### config.mk
export PLATFORM = sky130hd
export DESIGN_NAME = spi_master_flat
export DESIGN_NICKNAME = d
export VERILOG_FILES = /design/src/rtl/spi_master_if.sv /design/src/rtl/spi_master.sv /design/src/flat_wrapper.sv
export SDC_FILE = /design/constraint.sdc
export NUM_CORES = 1
export LEC_CHECK = 0
export ABC_AREA = 1
export BUFFER_PORTS_ARGS = -buffer_cell sky130_fd_sc_hd__buf_2
export CAP_MARGIN = 5
export CORE_ASPECT_RATIO = 1.1
export CORE_MARGIN = 5
export CORE_UTILIZATION = 38
export DETAILED_ROUTE_END_ITERATION = 12
export PLACE_DENSITY = 0.61
export SYNTH_ARGS = -nofsm -noshare
export SYNTH_HDL_FRONTEND = slang
export SYNTH_SLANG_ARGS = --single-unit
### constraint.sdc
create_clock -name clk -period 1.5 [get_ports clk]
set_clock_uncertainty 0.1 [all_clocks]
set_input_delay 0.225 -clock clk [delete_from_list [all_inputs] [get_ports clk]]
set_output_delay 0.225 -clock clk [all_outputs]
set_load 0.02 [all_outputs]
### src/rtl/spi_master_if.sv
// Bus bundle between the SPI master and whatever drives/observes it.
// The master modport is the DUT view; the slave modport is the opposite side
// (host logic plus the serial link partner).
interface spi_master_if;
   logic [7:0] data_m;
   logic [7:0] spcon_m;
   logic       start;
   logic       busy;
   logic [7:0] data_r_m;
   logic       data_finish_m;
   logic       sck;
   logic       ssn;
   logic       mosi;
   logic       miso;

   modport master (
      input  data_m, spcon_m, start, miso,
      output busy, data_r_m, data_finish_m, sck, ssn, mosi
   );

   modport slave (
      output data_m, spcon_m, start, miso,
      input  busy, data_r_m, data_finish_m, sck, ssn, mosi
   );
endinterface

### src/rtl/spi_master.sv
// Byte-wide full-duplex SPI master, MSB first, CPOL/CPHA from spcon_m[2:1].
// Sequence per transfer: SETUP (ssn low, sck idle), SHIFT (16 sck edges),
// HOLD (ssn low, sck idle), GAP (ssn high, still busy). Each phase lasts a
// whole number of sck half-periods of CLK_DIV system clocks.
module spi_master #(
   parameter int CLK_DIV = 4
) (
   input  logic         clk,
   input  logic         rst,
   spi_master_if.master bus
);

   localparam int            CW       = (CLK_DIV > 1) ? $clog2(CLK_DIV) : 1;
   localparam logic [CW-1:0] DIV_LAST = CW'(CLK_DIV - 1);

   typedef enum logic [2:0] {
      S_IDLE,
      S_SETUP,
      S_SHIFT,
      S_HOLD,
      S_GAP
   } state_t;

   state_t        state_q, state_d;
   logic [CW-1:0] div_q, div_d;
   logic [4:0]    edge_q, edge_d;
   logic [7:0]    tx_q, tx_d;
   logic [7:0]    rx_q, rx_d;
   logic          cpol_q, cpol_d;
   logic          cpha_q, cpha_d;
   logic          sck_q, sck_d;
   logic          ssn_q, ssn_d;
   logic          mosi_q, mosi_d;
   logic          busy_q, busy_d;
   logic [7:0]    data_r_q, data_r_d;
   logic          fin_q, fin_d;

   logic          half_end;
   logic [4:0]    next_edge;

   assign half_end  = (div_q == DIV_LAST);
   assign next_edge = edge_q + 5'd1;

   assign bus.sck           = sck_q;
   assign bus.ssn           = ssn_q;
   assign bus.mosi          = mosi_q;
   assign bus.busy          = busy_q;
   assign bus.data_r_m      = data_r_q;
   assign bus.data_finish_m = fin_q;

   // State and datapath registers; reset is asynchronous so outputs go idle at once.
   always_ff @(posedge clk or posedge rst) begin
      if (rst) begin
         state_q  <= S_IDLE;
         div_q    <= '0;
         edge_q   <= '0;
         tx_q     <= '0;
         rx_q     <= '0;
         cpol_q   <= 1'b0;
         cpha_q   <= 1'b0;
         sck_q    <= 1'b0;
         ssn_q    <= 1'b1;
         mosi_q   <= 1'b0;
         busy_q   <= 1'b0;
         data_r_q <= '0;
         fin_q    <= 1'b0;
      end else begin
         state_q  <= state_d;
         div_q    <= div_d;
         edge_q   <= edge_d;
         tx_q     <= tx_d;
         rx_q     <= rx_d;
         cpol_q   <= cpol_d;
         cpha_q   <= cpha_d;
         sck_q    <= sck_d;
         ssn_q    <= ssn_d;
         mosi_q   <= mosi_d;
         busy_q   <= busy_d;
         data_r_q <= data_r_d;
         fin_q    <= fin_d;
      end
   end

   // Next-state and output logic; every phase advances on the last divider tick.
   always_comb begin
      state_d  = state_q;
      div_d    = half_end ? '0 : div_q + CW'(1);
      edge_d   = edge_q;
      tx_d     = tx_q;
      rx_d     = rx_q;
      cpol_d   = cpol_q;
      cpha_d   = cpha_q;
      sck_d    = sck_q;
      ssn_d    = ssn_q;
      mosi_d   = mosi_q;
      busy_d   = busy_q;
      data_r_d = data_r_q;
      fin_d    = 1'b0;

      case (state_q)
         S_IDLE: begin
            div_d  = '0;
            edge_d = '0;
            ssn_d  = 1'b1;
            mosi_d = 1'b0;
            sck_d  = bus.spcon_m[2];
            if (bus.start && bus.spcon_m[0]) begin
               tx_d    = bus.data_m;
               rx_d    = '0;
               cpol_d  = bus.spcon_m[2];
               cpha_d  = bus.spcon_m[1];
               ssn_d   = 1'b0;
               busy_d  = 1'b1;
               state_d = S_SETUP;
               // CPHA=0 needs the first bit on the wire before the first leading edge.
               if (!bus.spcon_m[1]) begin
                  mosi_d = bus.data_m[7];
               end
            end
         end

         S_SETUP: begin
            if (half_end) begin
               state_d = S_SHIFT;
            end
         end

         S_SHIFT: begin
            if (half_end) begin
               sck_d  = ~sck_q;
               edge_d = next_edge;
               if (next_edge[0]) begin
                  // Leading edge: sample for CPHA=0, drive for CPHA=1.
                  if (!cpha_q) begin
                     rx_d = {rx_q[6:0], bus.miso};
                  end else begin
                     mosi_d = tx_q[7];
                     tx_d   = {tx_q[6:0], 1'b0};
                  end
               end else begin
                  // Trailing edge: drive the next bit for CPHA=0 (none after the last), sample for CPHA=1.
                  if (!cpha_q) begin
                     if (next_edge != 5'd16) begin
                        mosi_d = tx_q[6];
                        tx_d   = {tx_q[6:0], 1'b0};
                     end
                  end else begin
                     rx_d = {rx_q[6:0], bus.miso};
                  end
               end
               if (next_edge == 5'd16) begin
                  state_d = S_HOLD;
               end
            end
         end

         S_HOLD: begin
            if (half_end) begin
               ssn_d    = 1'b1;
               mosi_d   = 1'b0;
               data_r_d = rx_q;
               fin_d    = 1'b1;
               state_d  = S_GAP;
            end
         end

         S_GAP: begin
            if (half_end) begin
               busy_d  = 1'b0;
               state_d = S_IDLE;
            end
         end

         default: begin
            state_d = S_IDLE;
         end
      endcase
   end

endmodule

### src/flat_wrapper.sv
// flat-port wrapper written by rule: the top's interface ports become plain ports
module spi_master_flat 
#(
   parameter int CLK_DIV = 4
)
  (clk, rst, bus_data_m, bus_spcon_m, bus_start, bus_miso, bus_busy, bus_data_r_m, bus_data_finish_m, bus_sck, bus_ssn, bus_mosi);
  spi_master_if bus_i ();
  input  logic clk;
  input  logic rst;
  input wire logic [$bits(bus_i.data_m)-1:0] bus_data_m;
  input wire logic [$bits(bus_i.spcon_m)-1:0] bus_spcon_m;
  input wire logic [$bits(bus_i.start)-1:0] bus_start;
  input wire logic [$bits(bus_i.miso)-1:0] bus_miso;
  output wire logic [$bits(bus_i.busy)-1:0] bus_busy;
  output wire logic [$bits(bus_i.data_r_m)-1:0] bus_data_r_m;
  output wire logic [$bits(bus_i.data_finish_m)-1:0] bus_data_finish_m;
  output wire logic [$bits(bus_i.sck)-1:0] bus_sck;
  output wire logic [$bits(bus_i.ssn)-1:0] bus_ssn;
  output wire logic [$bits(bus_i.mosi)-1:0] bus_mosi;
  assign bus_i.data_m = bus_data_m;
  assign bus_i.spcon_m = bus_spcon_m;
  assign bus_i.start = bus_start;
  assign bus_i.miso = bus_miso;
  assign bus_busy = bus_i.busy;
  assign bus_data_r_m = bus_i.data_r_m;
  assign bus_data_finish_m = bus_i.data_finish_m;
  assign bus_sck = bus_i.sck;
  assign bus_ssn = bus_i.ssn;
  assign bus_mosi = bus_i.mosi;
  spi_master #(.CLK_DIV(CLK_DIV)) u_core (.clk(clk), .rst(rst), .bus(bus_i));
endmodule
==> run summary <==
For the final-report max-slew violation count, the log shows 0. The initialized floorplan defines 27 standard-cell rows. The per-cell via count in the routed design is 4.85.

Summed over all layers, the global routing overflow is 0. The H-tree was split into 2 levels. The detailed router finished its first iteration with 107 violations.

The tools report the number of buffers created by CTS as 5. The die is 78.1 um wide. Setup repair after global routing could not meet its margin everywhere. The checks that failed: setup timing. Total number of clock tree sinks: 40. For the top achievable clock speed, the log shows 624 MHz.

The cell type of the slowest stage on the worst timing path is dfrtp_1. When the netlist entered floorplanning its net count stood at 261. DRC violation count after routing: 0. The max-cap check violation count is 0, and the overall die height is 84.9 um. Yosys mapped the design onto 27 distinct sky130hd cell types.

The cell at the root of the clock tree is clkbuf_8. Start-to-end type of the worst setup path: reg2reg. For the worst setup path, the data arrival time is 1.68 ns. The routed design has 4600 um of wire. For the floorplan die area, the log shows 6620 um2. The synthesized netlist devotes 32.5% of its cell area to simple gates.

Cells with a size suffix above 1 make up 33.6% of the layout. The worst setup path is captured at a flip-flop. The mux cell area share after synthesis is 0%, and the total half-perimeter wirelength after legalization and detailed placement is 2930 um.

Walking the worst path, the cells encountered are inv_2 > nand2_4 > nor2_4 > buf_6 > nand2_4 > o21ai_4 > clkinvlp_4 > nand4_1 > nand2_1. The worst-margin pin slew is 0.273 ns, and the maximum buffer depth of the clock tree is 2. Final-report hold violation count: 0. The run gives 680 uV as the maximum vdd ir drop. Summing the areas of all xor and xnor instances in the mapped netlist gives 0% of the synthesized area. The flip-flop and latch count after synthesis is 40, and the data required time at the worst endpoint is 1.58 ns.

Subtracting the final worst setup slack from the clock period gives 1.60 ns. Pin placement for this block handled 33 I/O pins. Average wire length per cell after detail routing: 12.7 um.

The cell area after technology mapping is 1940 um2. The delay contributed by the slowest stage of the critical path came out at 0.40 ns. Each instance of the synthesized netlist takes up on average 8.10 um2.

The number of vias after detailed routing came out at 1757. The run finished, with violations left. The count of yosys warnings during synthesis came out at 0. TritonCTS built the clock tree. The global routing usage summed across all routing layers is 14.6%. Leaving out fill and tap cells, the most frequent cells in the layout are nand2_1, dfrtp_1, buf_2, buf_4, inv_1. In the final design database the tool counted 325 nets.

The worst pin sits at a relative slew slack of 81.8%. The CTS clock-pin slew for the worst setup and hold paths was 0.08 ns. In this run the remaining antenna-violating nets after routing total 0. After synthesis, the largest family of logic cells by area is simple AND/OR/NAND/NOR gates. Of all nets on the critical path, the largest fanout is 4.

The run gives 0 as the initial antenna violation count. Most common library cell in the layout ignoring fill and taps: nand2_1. Pin count of the biggest net entering global routing: 41. Input and output buffers added on the ports amount to 27.

The number of diodes came out at 0. Cell type with the highest occurrence count on the critical path: nand2_4. The worst setup path is launched from a flip-flop. The congestion estimate from routability-driven global placement came to 0.768. The tools report the final-layout fill cell count as 463. The run gives 0.29 ns as the clock latency reported for the late side of the worst-skew pair. After Yosys synthesis, full adders, half adders and majority gates account for 1.29% of the synthesized area.

The worst setup slack after layout is -0.102 ns. The run gives 239 as the synthesized instance count. Power spread over the standard cell area amounts to 1710 nW/um2.

The logs give 4 for the number of search-and-repair iterations in the first detailed-routing pass and 18 for the setup violation total in the final timing report. The first global-routing pass estimated 7860 um of wire. The tools report the core outline area as 4970 um2.

The portion of the clock cycle consumed by the worst path in the final layout is 107%. The via count of the first global-routing pass is 1731, and the synthesis-to-finish area growth is 36.2%. For this design the static power due to leakage is 0.00138 uW. Sequential share of the synthesized area: 51.8%. The path class of the tightest hold or removal check is in2reg.

Once layout is complete, the utilization of the core stands at 53.1%. The synthesized netlist devotes 8.21% of its cell area to compound gates. The starting utilization of the core area was 39.0%; the total negative slack for setup checks was -0.984 ns.

The run gives -0.159 ns as the post-placement setup slack.
-- layout make-up --
| type | instances | area [um2] | share of cell area [%] |
|---|---|---|---|
| timing repair buffer | 60 | 439 | 16.7 |
| tap | 58 | 72.6 | 2.75 |
| inverter | 21 | 85.1 | 3.23 |
| clock buffer | 6 | 82.6 | 3.13 |
| sequential | 40 | 1000 | 38.0 |
| multi-input combinational | 174 | 937 | 35.5 |
| timing repair inverter | 1 | 7.51 | 0.285 |
| clock inverter | 2 | 10.0 | 0.380 |
-- logic make-up (layout without fill, tap and decap cells) --
group	Yosys count	in the layout
AOI/OAI and AO/OA	25	25
and+or+nand+nor	145	147
DFF	40	40
adders and majority gates	2	2
buffers and inverters	27	90
-- power by group --
group	total, uW	internal, uW	switching, uW
combinational	2260	952	1310
sequential	1510	1340	174
clock	744	367	377
total	4520	2660	1860
-- critical path, delay by kind of cell (launching register included) --
family,cells,cell delay [ns]
and+or+nand+nor,5,0.42
AOI/OAI and AO/OA,1,0.19
DFF,1,0.40
buffers and inverters,3,0.37
-- registers in the layout, indices dropped and copies added (netlist names) --
| signal | count |
|---|---|
| u_core.bus.busy | 1 |
| u_core.state_q | 3 |
| u_core.cpha_q | 1 |
| u_core.tx_q | 8 |
| u_core.bus.data_finish_m | 1 |
| u_core.rx_q | 8 |
| u_core.bus.mosi | 1 |
| u_core.bus.ssn | 1 |
| u_core.edge_q | 5 |
| u_core.bus.sck | 1 |
| u_core.div_q | 2 |
| u_core.bus.data_r_m | 8 |
-- cells in the mapped netlist --
master    count  area share [%]
inv_1        19             3.7
o21ai_2       4             1.8
o31ai_1       1            0.39
dfrtp_1      39              50
o22ai_1       1            0.32
nand4_1      11             3.6
clkinv_1      1            0.19
nor2_1        7             1.4
nand2_2       2            0.65
dfstp_2       1             1.4
nand3b_1      1            0.39
nand2_1     111              22
ha_1          2             1.3
nor2_2        1            0.32
nand3_4       2             1.8
a21oi_4       1            0.84
nand3_1       7             1.8
nor2_4        1            0.58
nor3_1        2            0.52
o21ai_0      10             2.6
buf_2         3            0.78
clkbuf_1      1            0.19
buf_6         2             1.2
o21ai_1       6             1.6
a21oi_1       1            0.26
a22o_1        1            0.45
inv_2         1            0.19
-- timing repair --
action / in CTS / in global routing
buffers inserted: 5 / 3
hold buffers: 1 / 0
cloned: 3 / 0
pin swaps: 7 / 10
setup endpoints to repair: 34 / 35
resized for setup: 16 / 18
hold endpoints to repair: 39 / 0
-- stage by stage --
step	power (uW)	area, um2	hold slack, ns	cells
floorplan	2680	1950	0.281	239
global placement	3280	2330	0.198	344
detailed placement	3300	2330	0.202	344
CTS	4310	2540	0.0748	360
global route	4830	2640	0.0839	362
finish	4520	2640	0.0774	362
-- metal layers --
metal	track usage (%)	vias to the layer above	share of wire, %
met3	3.29	6	2.9
li1	-	901	-
met4	5.38	0	1.6
met5	0	-	0
met1	18.2	825	44
met2	24.6	25	51
-- final timing paths --
| kind | startpoint | end | slack, ns | cells past startpoint |
|---|---|---|---|---|
| max | u_core.state_q[2] | u_core.tx_q[2] | -0.10 | 9 |
| min | bus_miso | u_core.rx_q[0] | 0.08 | 3 |
| max reg2reg | u_core.state_q[2] | u_core.tx_q[2] | -0.10 | 9 |
| min reg2reg | u_core.tx_q[1] | u_core.tx_q[1] | 0.37 | 2 |
| max in group asynchronous | rst | u_core.bus.ssn | 0.62 | 4 |
| min in group asynchronous | rst | u_core.bus.busy | 0.43 | 4 |
Power figures use the tool's default switching activity.
